===== src/rtl/dout_rr_arbiter_if.sv =====
// Lane-side and FIFO-side signals of the DOUT round-robin arbiter.
// The arbiter takes the slave modport; lanes/FIFO drive the master side.
interface dout_rr_arbiter_if #(
    parameter int WIDTH = 8,
    parameter int N     = 4,
    parameter int CNT_W = 16
);
    localparam int ID_W = (N > 1) ? $clog2(N) : 1;

    logic [N-1:0]       in_valid;
    logic [WIDTH*N-1:0] in_data;
    logic [N-1:0]       in_ready;
    logic               fifo_full;
    logic [WIDTH-1:0]   fifo_data_in;
    logic               fifo_write_en;
    logic [ID_W-1:0]    grant_id;
    logic [CNT_W-1:0]   words_written;
    logic               busy;

    modport master (
        output in_valid, in_data, fifo_full,
        input  in_ready, fifo_data_in, fifo_write_en,
        input  grant_id, words_written, busy
    );

    modport slave (
        input  in_valid, in_data, fifo_full,
        output in_ready, fifo_data_in, fifo_write_en,
        output grant_id, words_written, busy
    );
endinterface


===== src/rtl/dout_rr_arbiter.sv =====
// Round-robin arbiter sharing the result-FIFO write port among N DOUT lanes.
// The winning word is registered onto the FIFO; search starts after the last winner.
module dout_rr_arbiter #(
    parameter int WIDTH = 8,
    parameter int N     = 4,
    parameter int CNT_W = 16
) (
    input logic              clk,
    input logic              rst_n,
    dout_rr_arbiter_if.slave bus
);
    localparam int ID_W = (N > 1) ? $clog2(N) : 1;
    localparam logic [ID_W-1:0] LAST = ID_W'(N - 1);
    localparam logic [ID_W:0]   NW   = (ID_W + 1)'(N);

    logic [ID_W-1:0]  ptr_q, ptr_d;
    logic [ID_W-1:0]  sel;
    logic             found;
    logic             grant;
    logic [WIDTH-1:0] win;
    logic [WIDTH-1:0] data_q, data_d;
    logic             we_q, we_d;
    logic [ID_W-1:0]  gid_q, gid_d;
    logic [CNT_W-1:0] cnt_q, cnt_d;

    // Walk lanes ptr, ptr+1, ... with wrap at N; first valid lane wins.
    always_comb begin : search
        logic [ID_W:0]   s;
        logic [ID_W-1:0] idx;
        sel   = '0;
        found = 1'b0;
        s     = '0;
        idx   = '0;
        for (int k = 0; k < N; k++) begin
            s = {1'b0, ptr_q} + (ID_W + 1)'(k);
            if (s >= NW) s = s - NW;
            idx = s[ID_W-1:0];
            if (!found && bus.in_valid[idx]) begin
                found = 1'b1;
                sel   = idx;
            end
        end
    end

    assign grant = found & ~bus.fifo_full & rst_n;

    always_comb begin : mux
        win          = '0;
        bus.in_ready = '0;
        for (int k = 0; k < N; k++) begin
            if (sel == ID_W'(k)) begin
                win             = bus.in_data[k*WIDTH +: WIDTH];
                bus.in_ready[k] = grant;
            end
        end
    end

    always_comb begin : next_state
        ptr_d  = ptr_q;
        data_d = data_q;
        gid_d  = gid_q;
        we_d   = grant;
        cnt_d  = we_q ? cnt_q + CNT_W'(1) : cnt_q;
        if (grant) begin
            data_d = win;
            gid_d  = sel;
            ptr_d  = (sel == LAST) ? '0 : sel + ID_W'(1);
        end
    end

    always_ff @(posedge clk) begin
        if (!rst_n) begin
            ptr_q  <= '0;
            data_q <= '0;
            we_q   <= 1'b0;
            gid_q  <= '0;
            cnt_q  <= '0;
        end else begin
            ptr_q  <= ptr_d;
            data_q <= data_d;
            we_q   <= we_d;
            gid_q  <= gid_d;
            cnt_q  <= cnt_d;
        end
    end

    assign bus.fifo_data_in  = data_q;
    assign bus.fifo_write_en = we_q;
    assign bus.grant_id      = gid_q;
    assign bus.words_written = cnt_q;
    assign bus.busy          = (|bus.in_valid) | we_q;
endmodule


===== src/flat_wrapper.sv =====
// flat-port wrapper written by rule: the top's interface ports become plain ports
module dout_rr_arbiter_flat 
#(
    parameter int WIDTH = 8,
    parameter int N     = 4,
    parameter int CNT_W = 16
)
  (clk, rst_n, bus_in_valid, bus_in_data, bus_fifo_full, bus_in_ready, bus_fifo_data_in, bus_fifo_write_en, bus_grant_id, bus_words_written, bus_busy);
  dout_rr_arbiter_if #(.WIDTH(WIDTH), .N(N), .CNT_W(CNT_W)) bus_i ();
  input logic clk;
  input logic rst_n;
  input wire logic [$bits(bus_i.in_valid)-1:0] bus_in_valid;
  input wire logic [$bits(bus_i.in_data)-1:0] bus_in_data;
  input wire logic [$bits(bus_i.fifo_full)-1:0] bus_fifo_full;
  output wire logic [$bits(bus_i.in_ready)-1:0] bus_in_ready;
  output wire logic [$bits(bus_i.fifo_data_in)-1:0] bus_fifo_data_in;
  output wire logic [$bits(bus_i.fifo_write_en)-1:0] bus_fifo_write_en;
  output wire logic [$bits(bus_i.grant_id)-1:0] bus_grant_id;
  output wire logic [$bits(bus_i.words_written)-1:0] bus_words_written;
  output wire logic [$bits(bus_i.busy)-1:0] bus_busy;
  assign bus_i.in_valid = bus_in_valid;
  assign bus_i.in_data = bus_in_data;
  assign bus_i.fifo_full = bus_fifo_full;
  assign bus_in_ready = bus_i.in_ready;
  assign bus_fifo_data_in = bus_i.fifo_data_in;
  assign bus_fifo_write_en = bus_i.fifo_write_en;
  assign bus_grant_id = bus_i.grant_id;
  assign bus_words_written = bus_i.words_written;
  assign bus_busy = bus_i.busy;
  dout_rr_arbiter #(.WIDTH(WIDTH), .N(N), .CNT_W(CNT_W)) u_core (.clk(clk), .rst_n(rst_n), .bus(bus_i));
endmodule

===== config.mk =====
export PLATFORM = sky130hd
export DESIGN_NAME = dout_rr_arbiter_flat
export DESIGN_NICKNAME = d
export VERILOG_FILES = /design/src/rtl/dout_rr_arbiter_if.sv /design/src/rtl/dout_rr_arbiter.sv /design/src/flat_wrapper.sv
export SDC_FILE = /design/constraint.sdc
export NUM_CORES = 1
export LEC_CHECK = 0
export BUFFER_PORTS_ARGS = -buffer_cell sky130_fd_sc_hd__buf_4
export CAP_MARGIN = 5
export CELL_PAD_IN_SITES_DETAIL_PLACEMENT = 0
export CELL_PAD_IN_SITES_GLOBAL_PLACEMENT = 2
export CORE_ASPECT_RATIO = 1.5
export CORE_MARGIN = 1
export CORE_UTILIZATION = 25
export CTS_BUF_LIST = sky130_fd_sc_hd__clkbuf_8
export DETAILED_ROUTE_END_ITERATION = 6
export PLACE_DENSITY = 0.75
export SLEW_MARGIN = 0
export SYNTH_ARGS = -nofsm -noshare
export SYNTH_HDL_FRONTEND = slang
export SYNTH_SLANG_ARGS = --single-unit

===== constraint.sdc =====
create_clock -name clk -period 2.7 [get_ports clk]
set_input_delay 0.135 -clock clk [delete_from_list [all_inputs] [get_ports clk]]
set_output_delay 0.135 -clock clk [all_outputs]
set_load 0.02 [all_outputs]

==> results_tabular.tex <==
\begin{tabular}{lr}
\hline
Metric & Value \\
\hline
\multicolumn{2}{l}{\textbf{Run}} \\
Maximum Capacitance Violations & 0 \\
\multicolumn{2}{l}{\textbf{Setup path}} \\
Endpoint of the most critical register-to-register path & u\_core.bus.fifo\_data\_in[1] \\
Capture point of the critical path & bus\_in\_ready[3] \\
Worst Setup Start Kind & register \\
Worst setup path category & register to output port \\
Largest fanout on the critical path & 18 \\
Origin of the critical flop-to-flop path & u\_core.ptr\_q[0] \\
Required time at the worst-slack endpoint & $\sim$2.6 ns \\
Crit. End Element & output port \\
Crit. Startpoint & u\_core.ptr\_q[0] \\
Flop-to-flop setup slack & between 0.4 and 0.5 ns \\
Arrival time of data at the critical path endpoint & 2.21 ns \\
Delay of the slowest cell on the worst path & 0.57 ns \\
Critical-path top delay cell & ha\_1 \\
Ordered cell list for the critical path & or2b\_1 -> a21oi\_1 -> a211o\_1 -> inv\_1 -> ha\_1 -> and2\_1 -> buf\_4 \\
Number of cell instances on the worst register-to-register path & 9 \\
\multicolumn{2}{l}{\textbf{Power}} \\
Peak supply drop & roughly 0.00021 V \\
P\_leak & $\sim$1.1 nW \\
Power density cells & a little under 500 mW/mm\^{}2 \\
\multicolumn{2}{l}{\textbf{Placed design}} \\
Minimum setup slack after placement & just under 0.5 ns \\
\# placed instances & 334 \\
HPWL after DPL & between 3 and 4 mm \\
\# port buffers & 70 \\
Placer Congestion & $\sim$0.73 \\
\multicolumn{2}{l}{\textbf{Synth}} \\
Mapped Area & about 0.0016 sq mm \\
Synthesized netlist cell count & just over 200 \\
Async S/R FF share, synth & 0\% \\
Synth Register Bits & 29 \\
Number of distinct library cells after synthesis & 41 \\
Yosys synthesis warning count & 0 \\
Post-Synthesis Net Count & approximately 250 \\
Number of enable-type register cells in the synthesized netlist & 0 \\
Area share of the leading cell type in the synthesized netlist & between 30\% and 40\% \\
Average footprint of a synthesized cell & between 7 and 8 sq um \\
Top cell types by occurrence after synthesis & dfxtp\_1, o21ai\_0, a21oi\_1 \\
Most used flip-flop cell after synthesis & dfxtp\_1 \\
Top post-synthesis cells by area & dfxtp\_1, and2\_1, o21ai\_0 \\
Yosys top cell by area & dfxtp\_1 \\
Sequential share of the synthesized area & a little over a third \\
Cell with the most instances after synthesis & dfxtp\_1 \\
\multicolumn{2}{l}{\textbf{Routing}} \\
Via count normalized by instance count & 4.87 \\
Routed length per placed instance & around 13 microns \\
Count of vias placed by the detailed router & about 1,700 \\
DRT Pass-1 Iters & 4 \\
DRC marker count from the first detailed-route iteration & 78 \\
Antenna Violating Nets Remaining & 0 \\
Total Routed Length & 4.47 mm \\
DRC violation count after routing & 0 \\
\multicolumn{2}{l}{\textbf{STA}} \\
Unrepaired setup endpoints after global routing & false \\
Slew @ Worst Pin & 0.636 ns \\
Final number of max-transition violations & 0 \\
Maximum clock skew at final layout & about 0.0059 ns \\
Fin crit period & 2.35 ns \\
Max-slew headroom & between 50\% and 60\% \\
Setup total negative slack & 0 ns \\
Hold Fails Final Rpt & 0 \\
Crit share post-route & roughly 87\% \\
Total of endpoints with negative setup slack in the final report & 0 \\
Setup WS post-layout & $\sim$0.35 ns \\
Fmax & between 0.4 and 0.5 GHz \\
\multicolumn{2}{l}{\textbf{Clock network}} \\
Number of buffers added for setup after CTS & 0 \\
Quantity of hold-fixing buffers added after cts & 0 \\
Clock insertion delay at the later pin of the skew report & 0.28 ns \\
Maximum number of buffers from clock root to sink & 2 \\
Count of clock tree sinks & 29 \\
CTS tree & yes \\
Number of instances resized during post-cts repair & 0 \\
Num CTS Buffers & 5 \\
Reg clk slew, reported paths & 0.06 ns \\
H-tree depth & 2 \\
Clock root buffer master & clkbuf\_8 \\
\multicolumn{2}{l}{\textbf{Final layout}} \\
\# nets final & between 300 and 400 \\
Final Instance Count excl. Fillers & roughly 340 \\
Layout-stage area growth over the synthesis result & 39.6\% \\
Footprint of the flip-flops and latches & between 500 and 600 sq um \\
Layout cells sized above 1 & a little under a third \\
Area of the multi-input gates & about 920 sq um \\
Fill cell count & 667 \\
Count of antenna diodes in the layout & 0 \\
\multicolumn{2}{l}{\textbf{GRT}} \\
Antenna violations before repair & 0 \\
Residual overflow from global routing & 0 \\
All-layer global routing usage & 13.9\% \\
First-pass GRT wire length & roughly 7.1 mm \\
Vias in the first global route & approximately 1,600 \\
Largest net degree at the start of global routing & 31 \\
\multicolumn{2}{l}{\textbf{Floorplan}} \\
Total core area & 0.00617 sq mm \\
Starting Density & between 20\% and 30\% \\
Horiz. Die Dim & about 68 microns \\
Die height & 100 microns \\
Die Outline Area & 0.00680 sq mm \\
Ports placed on the boundary & 71 \\
Standard-cell rows & 35 \\
\multicolumn{2}{l}{\textbf{Min path}} \\
Class of the tightest hold or removal check & input port to register \\
\multicolumn{2}{l}{\textbf{Outcome}} \\
Result of the run & finished, final reports clean \\
\hline
\end{tabular}
## state kept, by name, summed over array words and instances (netlist names)
register                  cells
u_core.bus.fifo_data_in       8
u_core.bus.fifo_write_en      1
u_core.bus.grant_id           2
u_core.bus.words_written     16
u_core.ptr_q                  2
## worst max-delay path: cells and delay by family (launching register included)
family                   cells  cell delay (ns)
AND/OR/NAND/NOR              2             0.35
adder cells (fa/ha/maj)      1             0.57
AO/OA/AOI/OAI                2             0.39
buffers and inverters        2             0.26
flip-flops                   1             0.36
## stage by stage
stage                     power [W]  instance area, sq um  util [%]  hold WS (ns)
after floorplan            0.000649                  1620         -         0.309
after global placement     0.000762                  2170      35.2         0.409
after detailed placement   0.000759                  2170      35.2         0.414
after CTS                   0.00113                  2260      36.6         0.119
after global routing        0.00118                  2260      36.6         0.132
final                       0.00111                  2260      36.6         0.129
## per-layer routing
layer,wire [microns],global-route usage (%)
met4,63,4.91
met1,1730,14.0
met3,336,4.41
met5,0,0
met2,2340,25.7
## how the worst min path moves through the flow
stage	depth (start not counted)	endpoint	slack, ns	startpoint
finish	3	u_core.bus.fifo_data_in[0]	0.13	bus_in_data[24]
global route	3	u_core.bus.fifo_data_in[3]	0.13	bus_in_data[27]
CTS	3	u_core.bus.fifo_data_in[5]	0.12	bus_in_data[29]
detailed placement	3	u_core.bus.fifo_data_in[0]	0.41	bus_in_data[24]
global placement	3	u_core.bus.fifo_data_in[3]	0.41	bus_in_data[27]
floorplan	2	u_core.bus.fifo_data_in[0]	0.31	bus_in_data[24]
## cell type report
class,count,share of cell area (%)
Multi-Input combinational cell,147,40.7
Clock inverter,1,0.166
Inverter,14,2.33
Sequential cell,29,25.7
Timing Repair Buffer,70,23.3
Clock buffer,6,3.66
Tap cell,74,4.10
## power by group
group | leakage (nW) | switching (W) | internal (W)
combinational | 0.776 | 0.000156 | 0.000126
sequential | 0.236 | 0.0000172 | 0.000449
clock | 0.0485 | 0.000161 | 0.000198
## cells in the final DEF (no fill, tap or decap), types with 2 or more instances in the layout
cell,instances
a21oi_1,19
a221oi_1,7
and2_1,16
buf_4,70
clkbuf_8,6
dfxtp_1,29
ha_1,5
inv_1,14
nand2_1,16
nand3_1,6
nand4_1,6
nor2_1,8
nor2b_1,2
nor3_1,3
nor4_1,6
o21ai_0,20
o22ai_1,2
xnor2_1,5
xor2_1,7
## kinds of logic after synthesis
| logic type | count (synthesis) | share of synthesized area (%) |
|---|---|---|
| xor gates and xnor gates | 12 | 6.50 |
| adders and majority gates | 5 | 3.87 |
| AOI/OAI and AO/OA | 56 | 20.4 |
| muxes | 1 | 0.619 |
| DFF | 29 | 35.9 |
| buffers and inverters | 27 | 7.20 |
| and+or+nand+nor | 73 | 25.5 |
No activity file was read; power rests on OpenSTA's default activity.
